$ cat src/rtl/bus_fabric.sv
// Single-master bus fabric: decodes address bits [31:28] to a slave slot and
// runs each access with handshake or fixed wait states, a timeout and fault reporting.
module bus_fabric #(
  parameter int                   NSLAVES    = 8,
  parameter int                   DW         = 32,
  parameter logic [NSLAVES*4-1:0] FIXED_WAIT = '0,
  parameter int                   TIMEOUT    = 255
) (
  input  logic                    clock,
  input  logic                    reset,
  input  logic [31:0]             m_address,
  input  logic                    m_read,
  input  logic                    m_write,
  output logic [DW-1:0]           m_readdata,
  output logic                    m_wait,
  output logic                    m_fault,
  output logic [NSLAVES-1:0]      s_read,
  output logic [NSLAVES-1:0]      s_write,
  input  logic [NSLAVES-1:0]      s_wait,
  input  logic [NSLAVES*DW-1:0]   s_readdata,
  output logic [3:0]              chipselect,
  output logic [7:0]              fault_count
);

  typedef enum logic [1:0] {IDLE, ACCESS, DONE, FAULT} state_t;

  state_t        state_q, state_d;
  logic [3:0]    slot_q, slot_d;
  logic          write_q, write_d;
  logic [9:0]    cnt_q, cnt_d;
  logic [DW-1:0] rdata_q, rdata_d;
  logic [7:0]    faults_q, faults_d;

  logic          request;
  logic          slotValid;
  logic          selWait;
  logic [3:0]    selFixed;
  logic [DW-1:0] selData;
  logic          complete;
  logic [7:0]    faultsInc;
  logic          unusedAddrBits;

  assign request        = m_read | m_write;
  assign slotValid      = {1'b0, m_address[31:28]} < 5'(NSLAVES);
  assign faultsInc      = (faults_q == 8'hFF) ? faults_q : faults_q + 8'd1;
  assign unusedAddrBits = ^m_address[27:0];

  always_comb begin
    selWait  = 1'b1;
    selFixed = '0;
    selData  = '0;
    for (int i = 0; i < NSLAVES; i++) begin
      if (slot_q == 4'(i)) begin
        selWait  = s_wait[i];
        selFixed = FIXED_WAIT[i*4 +: 4];
        selData  = s_readdata[i*DW +: DW];
      end
    end
  end

  // A nonzero fixed wait count overrides the slave's own stall line.
  assign complete = (selFixed != 4'd0) ? (cnt_q == {6'd0, selFixed}) : !selWait;

  always_ff @(posedge clock or posedge reset) begin
    if (reset) begin
      state_q  <= IDLE;
      slot_q   <= '0;
      write_q  <= 1'b0;
      cnt_q    <= '0;
      rdata_q  <= '0;
      faults_q <= '0;
    end else begin
      state_q  <= state_d;
      slot_q   <= slot_d;
      write_q  <= write_d;
      cnt_q    <= cnt_d;
      rdata_q  <= rdata_d;
      faults_q <= faults_d;
    end
  end

  always_comb begin
    state_d  = state_q;
    slot_d   = slot_q;
    write_d  = write_q;
    cnt_d    = cnt_q;
    rdata_d  = rdata_q;
    faults_d = faults_q;
    case (state_q)
      IDLE: begin
        cnt_d = '0;
        if (m_read && m_write) begin
          state_d  = FAULT;
          rdata_d  = '0;
          faults_d = faultsInc;
        end else if (request) begin
          slot_d  = m_address[31:28];
          write_d = m_write;
          if (slotValid) begin
            state_d = ACCESS;
            cnt_d   = 10'd1;
          end else begin
            state_d  = FAULT;
            rdata_d  = '0;
            faults_d = faultsInc;
          end
        end
      end
      ACCESS: begin
        cnt_d = cnt_q + 10'd1;
        // Withdrawal wins, then completion, then timeout.
        if (!request) begin
          state_d = IDLE;
          cnt_d   = '0;
        end else if (complete) begin
          state_d = DONE;
          cnt_d   = '0;
          if (!write_q) rdata_d = selData;
        end else if (cnt_q == 10'(TIMEOUT)) begin
          state_d  = FAULT;
          cnt_d    = '0;
          rdata_d  = '0;
          faults_d = faultsInc;
        end
      end
      DONE:    state_d = IDLE;
      FAULT:   state_d = IDLE;
      default: state_d = IDLE;
    endcase
  end

  always_comb begin
    s_read  = '0;
    s_write = '0;
    for (int i = 0; i < NSLAVES; i++) begin
      if ((state_q == ACCESS) && request && (slot_q == 4'(i))) begin
        s_read[i]  = !write_q;
        s_write[i] = write_q;
      end
    end
  end

  assign m_wait      = request && !reset && ((state_q == IDLE) || (state_q == ACCESS));
  assign m_fault     = (state_q == FAULT);
  assign m_readdata  = rdata_q;
  assign chipselect  = slot_q;
  assign fault_count = faults_q;

endmodule

$ cat config.mk
export PLATFORM = sky130hd
export DESIGN_NAME = bus_fabric
export DESIGN_NICKNAME = d
export VERILOG_FILES = /design/src/rtl/bus_fabric.sv
export SDC_FILE = /design/constraint.sdc
export NUM_CORES = 1
export LEC_CHECK = 0
export ABC_AREA = 1
export CELL_PAD_IN_SITES_DETAIL_PLACEMENT = 1
export CELL_PAD_IN_SITES_GLOBAL_PLACEMENT = 2
export CORE_ASPECT_RATIO = 1.2
export CORE_MARGIN = 2
export CORE_UTILIZATION = 17
export CTS_CLUSTER_DIAMETER = 80
export DETAILED_ROUTE_END_ITERATION = 16
export HOLD_SLACK_MARGIN = 0.08
export MAX_ROUTING_LAYER = met4
export PLACE_DENSITY_LB_ADDON = 0.1
export SLEW_MARGIN = 20
export SYNTH_ARGS = -nofsm -noshare
export SYNTH_HDL_FRONTEND = slang
export SYNTH_SLANG_ARGS = --single-unit
export TNS_END_PERCENT = 100
$ cat constraint.sdc
create_clock -name clock -period 2.2 [get_ports clock]
set_input_delay 0.44 -clock clock [delete_from_list [all_inputs] [get_ports clock]]
set_output_delay 0.44 -clock clock [all_outputs]
set_load 0.005 [all_outputs]
* Word level (Yosys, flattened, before mapping)
Cells that the tools add are included.
** Word-level totals
- Memories kept :: 0
- Bits in latches :: 0
- Input port bits :: 300
- Output and inout bits :: 62
- ROM bits :: 0
- Flip-flop bits (word level) :: 57
- Word-level logic and storage cells :: 116
- Memory bits (writable) :: 0
** Cells by class
- Multipliers :: 0
- Div/mod/pow operators :: 0
- Reduce and logical (&&, ||, !) cells :: 23
- Bitwise logic cells :: 2
- Shift-type cells :: 0
- $add $sub $neg :: 2
- Equality and inequality tests :: 20
- Magnitude comparators :: 1
- Multiplexer cells :: 62
** Operators with widths (count)
- 2-to-1 mux 32 bit :: 15
- case mux 32 bit (2 select lines) :: 1
- 2-to-1 mux 8 bit :: 7
- 2-to-1 mux 10 bit :: 3
- 2-to-1 mux 1 bit :: 27
- case mux 10 bit (2 select lines) :: 1
- == test 4 x 3 -> 1 bit, second input constant :: 4
- case mux 8 bit (2 select lines) :: 1
- logical AND 1 bit :: 12
- 2-to-1 mux 2 bit :: 6
- != test 3 bit, second input constant :: 4
- AND reduction 6 bit :: 2
- adder 10 x 1 -> 10 bit, second input constant :: 1
- == test 10 x 8 -> 1 bit, second input constant :: 1
- adder 8 x 1 -> 8 bit, second input constant :: 1
- == test 4 x 2 -> 1 bit, second input constant :: 2
- == test 8 bit, second input constant :: 1
- != test 2 bit, second input constant :: 3
- case mux 2 bit (3 select lines) :: 1
- == test 2 bit, second input constant :: 2
- == test 4 x 1 -> 1 bit, second input constant :: 1
- zero test 4 bit :: 1
- < comparator 4 bit, second input constant :: 1
- != test 4 bit, second input constant :: 1
- other kinds (10) :: 11

* Depth between registers and ports, before layout
Gate-level depths: netlist (run 1).
- Word-level depth :: 13
- Gate-level depth with buffers :: 14
- Mapped depth without buffers :: 13

* Worst setup path after synthesis (run 1)
No wires, ideal clock.
- Path type :: in2out
- Start :: input port m_read
- End :: output port s_read[2]
- Path buffers :: 1
- Data required time :: 1.760 ns
- Arrival time :: 1.514 ns
- Slack :: 0.246 ns
- Stages :: 8
- Cell sequence :: inv_1 > ha_1 > nor2_1 > inv_1 > nor2_1 > clkinv_1 > clkbuf_1 > nor3_1
** Between the ends
- Cells in the longest elaborated chain, start to end :: 4
** Ends and longest elaborated chain
- start, declared :: line 12 : input logic m_read,
- bitwise OR 1 bit :: line 43 : assign request = m_read | m_write;
- logical AND 1 bit (2 in a row) :: line 136 : if ((state_q == ACCESS) && request && (slot_q == 4'(i))) begin
- 2-to-1 mux 1 bit :: line 136
- end, declared :: line 17 : output logic [NSLAVES-1:0] s_read,
Every way passes these cells.

* Worst setup path in the final report (run 1)
- Start :: register slot_q[3] (netlist: chipselect[3])
- End :: output port s_read[3]
** Between the ends
- Cells in the longest elaborated chain, start to end :: 3
** Ends and longest elaborated chain
- start, declared :: line 28 : logic [3:0] slot_q, slot_d;
- start signal, assigned :: line 74 : slot_q <= slot_d;
- == test 4 x 2 -> 1 bit :: line 136
- logical AND 1 bit :: line 136
- 2-to-1 mux 1 bit :: line 136
Every way passes these cells.

==> metrics.md, run 1 <==
| Metric | Value |
|---|---|
| Hold Buf Count CTS | `0` |
| H-tree depth | `3` |
| Grt total ovfl | `0` |
| Crit end category | `primary output` |
| Flops & latches, synth | `57` |
| CTS tree | `done` |
| Met1 WL | `between 10000 and 15000 µm` |
| Wirelength per Cell | `20.1 µm` |
| Critical Path Fanout Max | `5` |
| Worst path slowest cell | `dfrtp_2` |
| Setup violators final | `0` |
| Vias per inst | `about 4.3` |
| Synth top cells by count | `nand2_1 (242), nand3_1 (132), inv_1 (94)` |
| Global-route wire length before repair | `approximately 47000 µm` |
| I/O pin cnt | `around 360` |
| Port Buffers | `333` |
| Met3 wire length | `approximately 1600 µm` |
| DIE HEIGHT | `197 µm` |
| Placer Congestion | `0.799` |
| Peak VDD IR | `about 0.00042 V` |
| Max stage delay on crit path | `approximately 460 ps` |
| Largest net degree at the start of global routing | `45` |
| Crit path top cell by count | `buf_6` |
| DRT antenna net count | `0` |
| Final net count | `1578` |
| Synthesized Nets | `about 1.2k` |
| Setup ws final | `approximately 54 ps` |
| Sequential share of the synthesized area | `a little over a quarter` |
| Fin area | `approximately 0.011 mm²` |
| Startpoint types | `flip-flop` |
| CP cell instances | `nor2_4 -> buf_6 -> nand3_4 -> buf_6 -> nor3_1 -> buf_2` |
| Clock latency on the worst-skew pair | `about 340 ps` |
| Avg Cell Area, Syn | `approximately 6.0 µm²` |
| Core Util, Final | `approximately a third` |
| Post-DP Area | `approximately 0.0096 mm²` |
| Setup tns final | `0 ps` |
| CP required | `1760 ps` |
| Maximum clock insertion buffer count | `2` |
| YS warnings | `0` |
| Crit path kind | `reg2out` |
| Number of flops mapped to enable cells by yosys | `0` |
| Final Slew Violations | `0` |
| Share of cells above drive strength 1 | `between 20% and 30%` |
| Via count | `7295` |
| Initial Utilization | `around 17%` |
| Syn Inst Count | `~890` |
| Lkg Pwr | `approximately 4.7 nW` |
| WP data arrival | `between 1500 and 2000 ps` |
| Metal2 WL | `roughly 18000 µm` |
| Worst Max-Slew Pin Slew | `~470 ps` |
| Clk root buf | `clkbuf_16` |
| Syn Std Cell Area | `~0.0053 mm²` |
| Distinct cells, synth | `30` |
| PwrDens | `about 1000 mW/mm²` |
| Top cells by area, synth | `dfrtp_1 (27%), nand2_1 (17%), nand3_1 (12%)` |
| RSZ-0062 raised after global routing | `yes` |
| Hold Slack | `approximately 420 ps` |
| Top-count cell post-synth | `nand2_1` |
| WL final | `approximately 34000 µm` |
| Maxcap violations | `0` |
| DRC Markers | `0` |
| Pre-CTS WS | `-707 ps` |
| Fin crit period | `2150 ps` |
| Top layer in use | `met4` |
| Die area | `around 0.033 mm²` |
| Final cycle utilization of the critical path | `a little over nine tenths` |
| Vias in the first global route | `about 7.4k` |
| Drt pass-1 iters | `4` |
| Clock skew | `~4.7 ps` |
| Hold WC Path Type | `in2reg` |
| Yosys top cell area share | `26.9%` |
| CTS buffer count | `9` |
| Drt initial violations | `around 190` |
| Post-DP HPWL | `between 20000 and 30000 µm` |
| Area growth from synthesis to layout | `101%` |
| Row count | `70` |
| Biggest area consumer among synthesized cells | `dfrtp_1` |
| Placeable Area | `~0.031 mm²` |
| Top_reg_cell synth | `dfrtp_1` |
| Worst hold stages | `3` |
| Async set or reset register ratio after synthesis | `100%` |
| Clock transition at path regs | `around 60 ps` |
| Slew HR | `68.4%` |
| Die span in x | `~170 µm` |
| Status | `completed` |
| Antenna violations before repair | `3` |
| R2r worst-path depth | `10` |
| Fmax | `0.466 GHz` |
| CTS Sinks | `57` |
| Hold Vio Cnt, Final | `0` |
| GRT Util Overall | `20.0%` |
[per-layer routing]
metal  global-route usage, %  vias to the layer above
li1                        -                     3631
met1                    24.3                     3422
met2                    35.1                      225
met3                    2.88                       17
met4                    3.93                        0
met5                       -                        -
[repair_timing]
action | in CTS | in global routing
pin swaps | 2 | 30
buffers inserted | 1 | 11
setup endpoints to repair | 64 | 66
resized for setup | 98 | 110
hold endpoints to repair | 0 | 0
cloned | 1 | 12
[layout make-up]
class	count	area [µm²]
Antenna cell	3	7.51
Fill cell	3734	19900
Tap cell	396	495
Clock buffer	9	225
Multi-Input combinational cell	679	3660
Inverter	99	385
Sequential cell	57	1430
Timing Repair Buffer	428	4330
Clock inverter	7	101
[kinds of logic after synthesis]
kind of cell,share of synthesized area [%]
AOI/OAI and AO/OA,9.28
xor gates and xnor gates,2.15
adders and majority gates,0.944
buffers and inverters,11.4
DFF,26.9
muxes,0.212
and+or+nand+nor,49.1
[worst paths after layout]
path,endpoint,slack (ps),start
max in group asynchronous,m_readdata[10]$_DFFE_PP0P_,1190,reset
hold reg to reg,m_readdata[14]$_DFFE_PP0P_,470,m_readdata[14]$_DFFE_PP0P_
setup reg to reg,m_readdata[18]$_DFFE_PP0P_,60,chipselect[3]$_DFFE_PP0P_
setup / recovery,s_read[3],50,chipselect[3]$_DFFE_PP0P_
min in group asynchronous,write_q$_DFFE_PP0P_,470,reset
hold / removal,write_q$_DFFE_PP0P_,420,m_write
[sequential cells by signal (all words and copies together) (netlist names)]
register     count
cnt_q           10
m_readdata      32
state_q          2
fault_count      8
chipselect       4
write_q          1
[worst max-delay path: cells and delay by family, from the launching register on]
| family | cells | cell delay (ps) |
|---|---|---|
| flip-flops | 1 | 460 |
| buffers and inverters | 3 | 430 |
| AND/OR/NAND/NOR | 3 | 480 |
[metrics by stage]
| step | power, mW | instances |
|---|---|---|
| after floorplan | 4.66 | 886 |
| after global placement | 8.34 | 1635 |
| final | 11.2 | 1678 |
| after CTS | 10.2 | 1653 |
| after detailed placement | 8.37 | 1635 |
| after global routing | 12.1 | 1678 |
[cells in the final DEF, fill, tap and decap left out, types with 15 or more instances in the layout]
cell type          n
clkbuf_16         19
nand4_1           34
nand3_1          114
clkdlybuf4s50_1  314
buf_4             63
inv_1             85
nand3_2           16
nand2_2           20
o21ai_0           43
dfrtp_1           54
nor2_1            81
nand2_1          217
buf_2             16
a21oi_1           15
or2_2             46
[where the power goes]
part | switching [mW] | internal, mW | leakage [nW]
sequential | 0.343 | 1.41 | 0.765
combinational | 4.30 | 3.53 | 3.81
clock | 0.591 | 1.00 | 0.153
total | 5.23 | 5.94 | 4.72
Note: power is estimated with default switching activity, not from simulation.
==> run 2: changes to the inputs <==
- CTS_CLUSTER_DIAMETER: 80 -> not set
==> results of run 2 <==
The final DEF is identical to that of run 1; final timing and power are the same.
